**src/rtl/shift_pkg.sv**
```systemverilog
// Shared types and constants for the shift arbiter slice: datapath width,
// shift op encoding, FSM state encoding and a small one-hot grant helper.
package shift_pkg;

  localparam int N       = 32;
  localparam int SHAMT_W = 5;

  typedef enum logic [1:0] {
    SHIFT_SLL  = 2'b00,
    SHIFT_SRL  = 2'b01,
    SHIFT_SRA  = 2'b10,
    SHIFT_RSVD = 2'b11
  } shift_op_t;

  typedef enum logic {
    S_IDLE = 1'b0,
    S_RESP = 1'b1
  } state_t;

  // Turn a requester index into its one-hot ready vector.
  function automatic logic [1:0] onehot2(input logic id);
    return id ? 2'b10 : 2'b01;
  endfunction

endpackage

```
**src/rtl/shift_unit.sv**
```systemverilog
// Combinational shift unit: log-stage SLL, SRL and SRA barrel shifters
// followed by an op-select mux. The reserved op passes data through.
module shift_unit
  import shift_pkg::*;
(
  input  logic [1:0]         op,
  input  logic [N-1:0]       data,
  input  logic [SHAMT_W-1:0] shamt,
  output logic [N-1:0]       result
);

  // Stage gi shifts by 2**gi when shamt[gi] is set; stage 0 is the operand.
  logic [N-1:0] sll_stage [0:SHAMT_W];
  logic [N-1:0] srl_stage [0:SHAMT_W];
  logic [N-1:0] sra_stage [0:SHAMT_W];

  assign sll_stage[0] = data;
  assign srl_stage[0] = data;
  assign sra_stage[0] = data;

  genvar gi;
  generate
    for (gi = 0; gi < SHAMT_W; gi++) begin : g_stage
      localparam int SH = 1 << gi;

      // Left shift fills the vacated LSBs with zeros.
      assign sll_stage[gi+1] = shamt[gi]
                             ? {sll_stage[gi][N-1-SH:0], {SH{1'b0}}}
                             : sll_stage[gi];

      // Logical right shift fills the vacated MSBs with zeros.
      assign srl_stage[gi+1] = shamt[gi]
                             ? {{SH{1'b0}}, srl_stage[gi][N-1:SH]}
                             : srl_stage[gi];

      // Arithmetic right shift replicates the sign bit; every stage keeps
      // bit N-1 equal to the original data[N-1], so it is safe to reuse.
      assign sra_stage[gi+1] = shamt[gi]
                             ? {{SH{sra_stage[gi][N-1]}}, sra_stage[gi][N-1:SH]}
                             : sra_stage[gi];
    end
  endgenerate

  // Select the shifter matching the op; reserved op returns data unchanged.
  always_comb begin
    result = data;
    case (shift_op_t'(op))
      SHIFT_SLL:  result = sll_stage[SHAMT_W];
      SHIFT_SRL:  result = srl_stage[SHAMT_W];
      SHIFT_SRA:  result = sra_stage[SHAMT_W];
      SHIFT_RSVD: result = data;
      default:    result = data;
    endcase
  end

endmodule

```
**src/rtl/shift_arbiter.sv**
```systemverilog
// Two-requester shift arbiter. One request is accepted in IDLE, its shift
// result is registered and presented in RESP until the consumer takes it.
// Build option: define SHIFT_ARB_ROUND_ROBIN_EN for round-robin tie
// breaking; otherwise requester 0 wins ties (fixed priority).
module shift_arbiter
  import shift_pkg::*;
(
  input  logic               clk,
  input  logic               rst,
  input  logic [1:0]         req_valid,
  output logic [1:0]         req_ready,
  input  logic [1:0]         req_op0,
  input  logic [1:0]         req_op1,
  input  logic [N-1:0]       req_data0,
  input  logic [N-1:0]       req_data1,
  input  logic [SHAMT_W-1:0] req_shamt0,
  input  logic [SHAMT_W-1:0] req_shamt1,
  output logic               resp_valid,
  input  logic               resp_ready,
  output logic               resp_id,
  output logic [N-1:0]       resp_data
);

  state_t       state_reg, state_next;
  logic         grant_id;
  logic         accept;
  logic [1:0]   sel_op;
  logic [N-1:0] sel_data;
  logic [SHAMT_W-1:0] sel_shamt;
  logic [N-1:0] shift_result;
  logic [N-1:0] resp_data_reg;
  logic         resp_id_reg;

`ifdef SHIFT_ARB_ROUND_ROBIN_EN
  // Index of the most recently accepted requester; reset to 1 so that
  // requester 0 wins the first tie after reset.
  logic         last_grant_reg;

  // Grant: a lone requester wins; on a tie the one not granted last wins.
  always_comb begin
    grant_id = 1'b0;
    if (req_valid == 2'b10) begin
      grant_id = 1'b1;
    end else if (req_valid == 2'b11) begin
      grant_id = ~last_grant_reg;
    end
  end

  // Remember the winner, only when a transfer actually happens.
  always_ff @(posedge clk or posedge rst) begin
    if (rst) begin
      last_grant_reg <= 1'b1;
    end else if (accept) begin
      last_grant_reg <= grant_id;
    end
  end
`else
  // Grant: a lone requester wins; on a tie requester 0 always wins.
  always_comb begin
    grant_id = 1'b0;
    if (req_valid == 2'b10) begin
      grant_id = 1'b1;
    end
  end
`endif

  // Route the granted requester's operands into the shift unit.
  always_comb begin
    sel_op    = grant_id ? req_op1    : req_op0;
    sel_data  = grant_id ? req_data1  : req_data0;
    sel_shamt = grant_id ? req_shamt1 : req_shamt0;
  end

  shift_unit u_shift_unit (
    .op     (sel_op),
    .data   (sel_data),
    .shamt  (sel_shamt),
    .result (shift_result)
  );

  // State register.
  always_ff @(posedge clk or posedge rst) begin
    if (rst) begin
      state_reg <= S_IDLE;
    end else begin
      state_reg <= state_next;
    end
  end

  // Next state and handshake: ready only in IDLE, never during reset, and
  // the response hand-off never overlaps a new accept.
  always_comb begin
    state_next = state_reg;
    req_ready  = 2'b00;
    accept     = 1'b0;
    case (state_reg)
      S_IDLE: begin
        if (!rst && (req_valid != 2'b00)) begin
          req_ready  = onehot2(grant_id);
          accept     = 1'b1;
          state_next = S_RESP;
        end
      end
      S_RESP: begin
        if (resp_ready) begin
          state_next = S_IDLE;
        end
      end
      default: state_next = S_IDLE;
    endcase
  end

  // Capture the result and owner on accept; hold them through RESP.
  always_ff @(posedge clk or posedge rst) begin
    if (rst) begin
      resp_data_reg <= '0;
      resp_id_reg   <= 1'b0;
    end else if (accept) begin
      resp_data_reg <= shift_result;
      resp_id_reg   <= grant_id;
    end
  end

  assign resp_valid = (state_reg == S_RESP);
  assign resp_id    = resp_id_reg;
  assign resp_data  = resp_data_reg;

endmodule

```
**config.mk**
```make
export PLATFORM = sky130hd
export DESIGN_NAME = shift_arbiter
export DESIGN_NICKNAME = d
export VERILOG_FILES = /design/src/rtl/shift_pkg.sv /design/src/rtl/shift_unit.sv /design/src/rtl/shift_arbiter.sv
export SDC_FILE = /design/constraint.sdc
export NUM_CORES = 1
export LEC_CHECK = 0
export CAP_MARGIN = 10
export CORE_MARGIN = 3
export CORE_UTILIZATION = 57
export CTS_BUF_LIST = sky130_fd_sc_hd__clkbuf_4
export CTS_CLUSTER_SIZE = 24
export DETAILED_ROUTE_END_ITERATION = 10
export PLACE_DENSITY_LB_ADDON = 0.1
export SLEW_MARGIN = 20
export SYNTH_ARGS = -nofsm -noshare
export SYNTH_HDL_FRONTEND = slang
export SYNTH_SLANG_ARGS = --single-unit
```
**constraint.sdc**
```tcl
create_clock -name clk -period 2.8 [get_ports clk]
set_clock_uncertainty 0.05 [all_clocks]
set_input_delay 0.7 -clock clk [delete_from_list [all_inputs] [get_ports clk]]
set_output_delay 0.7 -clock clk [all_outputs]
set_load 0.01 [all_outputs]
```
==> metrics.txt, run 1 <==
CTS Buf Count 5; Main synth FF type dfrtp_1; Synth top area share 0.179; I/O Buffers 118; mapped cell area 7730 um2; Starting Density 0.598; CTS Sinks 34; Rows 41; Post-CTS Setup Inserts 32; Placed Cells 1607; syn avg cell area 7.36 um2; placed cell area 11600 um2; die height 122 um; flops & latches, synth 34; Hold-fix buffers, CTS 0; Synth Instances 1051; Yosys top cell by area mux2i_1; Post-synth EDFFs 0; io pins 119; YS warnings 0; cts repair resizes 170; Yosys cell types 90; Syn Nets 1134; gpl congestion 1.36; DPL Wire Length 34.5 mm; Async S/R FF share, synth 1.00; sequential-to-total area share from yosys stat 0.110; stop err [ERROR DPL-0033] detailed placement checks failed during check placement.; most area-consuming cells after synthesis mux2i_1 (18%), dfrtp_1 (11%), nand2_1 (4.8%); clk buf depth 2; CTS H-tree depth 2; Root Driver clkbuf_4; Last stage clock tree synthesis; Die X 122 um; status did not finish
==> cells by family after synthesis <==
kind of cell	Yosys count	share of synthesized area
AO/OA/AOI/OAI	375	0.353
buffers and inverters	128	0.0845
flip-flops	34	0.110
multiplexers	165	0.225
AND/OR/NAND/NOR	349	0.228
==> Yosys cell counts (10+ instances only) <==
cell type	number
a211oi_1	14
a21oi_1	63
a31oi_1	35
and3_1	11
buf_2	54
buf_4	10
clkbuf_1	22
dfrtp_1	34
inv_1	27
mux2_2	18
mux2i_1	138
nand2_1	99
nand3_1	50
nor2_1	89
nor3_1	21
nor4b_1	10
nor4bb_1	16
o211ai_1	29
o21ai_0	52
o21ai_1	17
o22ai_1	11
o311ai_0	10
o32a_1	15
or3_1	13
==> stage by stage <==
step | setup TNS (ns) | setup WS, ns
after floorplan | 0 | 0.00239
after global placement | -21.91 | -0.827
after detailed placement | -25.83 | -0.959
==> run 2, diff against run 1 <==
CORE_UTILIZATION = 40   (was 57)
CTS_BUF_LIST = default   (was sky130_fd_sc_hd__clkbuf_4)
CTS_CLUSTER_SIZE = default   (was 24)
PLACE_DENSITY_LB_ADDON = 0.15   (was 0.1)
==> metrics.txt, run 2 <==
Yosys top cell by area mux2i_1 (unchanged); vias in the first global route 11673; final-layout fill cell count 1447; minimum clock period 2.82 ns; Vias/cell 6.81; Die X 145 um (was 122 um); Pleak 6.22 nW; io pins 119 (unchanged); final design area excluding fillers 13800 um2; detailed-route wire length 50.1 mm; fmax 0.355 GHz; Post-synth EDFFs 0 (unchanged); CTS tree yes; Async S/R FF share, synth 1.00 (unchanged); RSZ-0062 raised after global routing true; global-route wire length before repair 71.8 mm; mapped cell area 7730 um2 (unchanged); Root Driver clkbuf_16 (was clkbuf_4); die area 21000 um2; worst path bufs/invs 4; nets 1629; Synth Instances 1051 (unchanged); sw power 2.17 mW; GRT Util Overall 0.436; part of the cycle the worst path needs 1.01; post-route ant nets 0; total chip power 4.84 mW; CP endpoint kind register; CTS Buf Count 5 (unchanged); Commonest cells post-synth mux2i_1 (138), nand2_1 (99), nor2_1 (89) (unchanged); cell with the most instances after synthesis mux2i_1 (unchanged); Main synth FF type dfrtp_1 (unchanged); Clock Power Share 0.116; Rows 50 (was 41); first-pass iteration count of the detailed router 8; layout cells sized above 1 0.433; max FFs per register 32; final setup vio count 6; I/O Buffers 118 (unchanged); largest net degree at the start of global routing 35; Data arrival, critical path 2.98 ns; clock transition at the registers of the reported paths 0.06 ns; Tightest Hold Check Type reg2reg; critical path's most frequent cell buf_4; initial DRC count 1775; VDD IR max 278 uV; failing checks negative setup slack; PnR worst setup slack -0.0180 ns; Syn Nets 1134 (unchanged); total grt overflow 0; Worst Setup Start Kind primary input; Int Pwr 2.67 mW; Hold Path Origin resp_id; launch point of the worst reg-to-reg path resp_valid; gpl congestion 1.14 (was 1.36); Synth top area share 0.179 (unchanged); # DRC 0; critical path startpoint req_valid[1]; crit path kind in2reg; CP max FO 7; Util after Layout 0.733; Critical Path RT 2.96 ns; Crit path largest cell delay 0.50 ns; Starting Density 0.411 (was 0.598); YS warnings 0 (unchanged); DPL Wire Length 38.0 mm (was 34.5 mm); CTS Sinks 34 (unchanged); Sw Share 0.448; worst-path cell chain buf_4, buf_6, nand2b_4, bufbuf_16, mux2i_1, a2111oi_2, buf_4, a2111oi_4, a311oi_1, o221a_2, o21ai_1; Setup TNS Final -0.0524 ns; CP max-delay cell a2111oi_4; status finished with violations (was did not finish); Placed Cells 1747 (was 1607); Yosys cell types 90 (unchanged); CTS H-tree depth 2 (unchanged); Post-Layout Cell Count 1807; max cap viols 0; endpoints failing hold 0; die height 145 um (was 122 um); Comb power frac 0.734; R2R setup slack 0.60 ns; most frequent cells in the layout buf_4 (411), mux2i_1 (113), clkdlybuf4s50_1 (90); max_slew headroom 0.444; Area growth syn-to-layout 78.6%; worst slew pin tran 0.826 ns; clk buf depth 2 (unchanged); commonest non-fill, non-tap cell in the layout buf_4; fin. max-slew vios 0; Power per Cell Area 350 nW/um2; clock latency on the worst-skew pair 0.29 ns; Vias 12300; CP top delay family compound AO/OA/AOI/OAI gates; antenna violations before repair 1; placed cell area 12100 um2 (was 11600 um2); most area-consuming cells after synthesis mux2i_1 (18%), dfrtp_1 (11%), nand2_1 (4.8%) (unchanged); Place WS -0.806 ns (was -0.959 ns); sequential-to-total area share from yosys stat 0.110 (unchanged); flops & latches, synth 34 (unchanged); syn avg cell area 7.36 um2 (unchanged); drt wl/cell 27.7 um; hold slack final 0.444 ns; core footprint 18800 um2; sequential share of power 0.151
-- run 2: cell counts after synthesis --
No cell type changed its count.
-- run 2: layout make-up --
cell class	instances	area [um2]	share of cell area
antenna	1	2.50	0.000181
clock buffer	5	125	0.00906
clock inverter	2	10.0	0.000725
inverter	27	101	0.00734
multi-input combinational	890	7080	0.513
sequential	34	851	0.0616
tap	260	325	0.0236
timing repair buffer	588	5310	0.385
-- run 2: path summary, 6_finish.rpt --
| check | end | depth (start not counted) |
|---|---|---|
| min in group asynchronous | resp_data[0] | 4 |
| min | resp_id | 1 |
| min reg2reg | resp_id | 1 |
| max | resp_data[9] | 11 |
| max in group asynchronous | resp_data[10] | 4 |
| max reg2reg | resp_data[14] | 6 |
-- run 2: metal layers --
metal,vias up,track usage,wire [um]
met5,-,0,0
met4,0,0.255,4060
met3,320,0.101,6310
met2,1122,0.665,21000
met1,5740,0.562,18700
li1,5118,-,-
-- run 2: logic make-up after synthesis --
logic type / synth area share
mux: 0.225
flops: 0.110
compound gates: 0.353
buf+inv: 0.0845
simple gates: 0.228
-- run 2: power by group through the flow --
stage	logic (mW)	clock network, mW	registers (mW)
4_1_cts	3.23	0.558	0.726
2_1_floorplan	1.23	0	0.782
5_1_grt	3.65	0.579	0.738
3_5_place_dp	3.03	0	0.732
6_report	3.55	0.560	0.729
3_3_place_gp	3.02	0	0.732
-- run 2: worst register-to-register path: stages (launching register included) --
cell and delay (ns):
dfrtp_1 0.42, nor2_1 0.16, o21a_2 0.25, buf_12 0.16, o21ai_0 0.32, a311o_1 0.39
o32a_1 0.33
-- run 2: what timing repair did --
action / 4_1_cts / 5_1_grt
setup endpoints to repair: 34 / 33
buffers inserted: 22 / 23
gates cloned: 5 / 3
endpoints found under the hold margin: 0 / 0
gates resized for setup: 123 / 124
pin swaps: 21 / 34
hold buffers: 0 / 0
No activity file was read; power rests on OpenSTA's default activity.
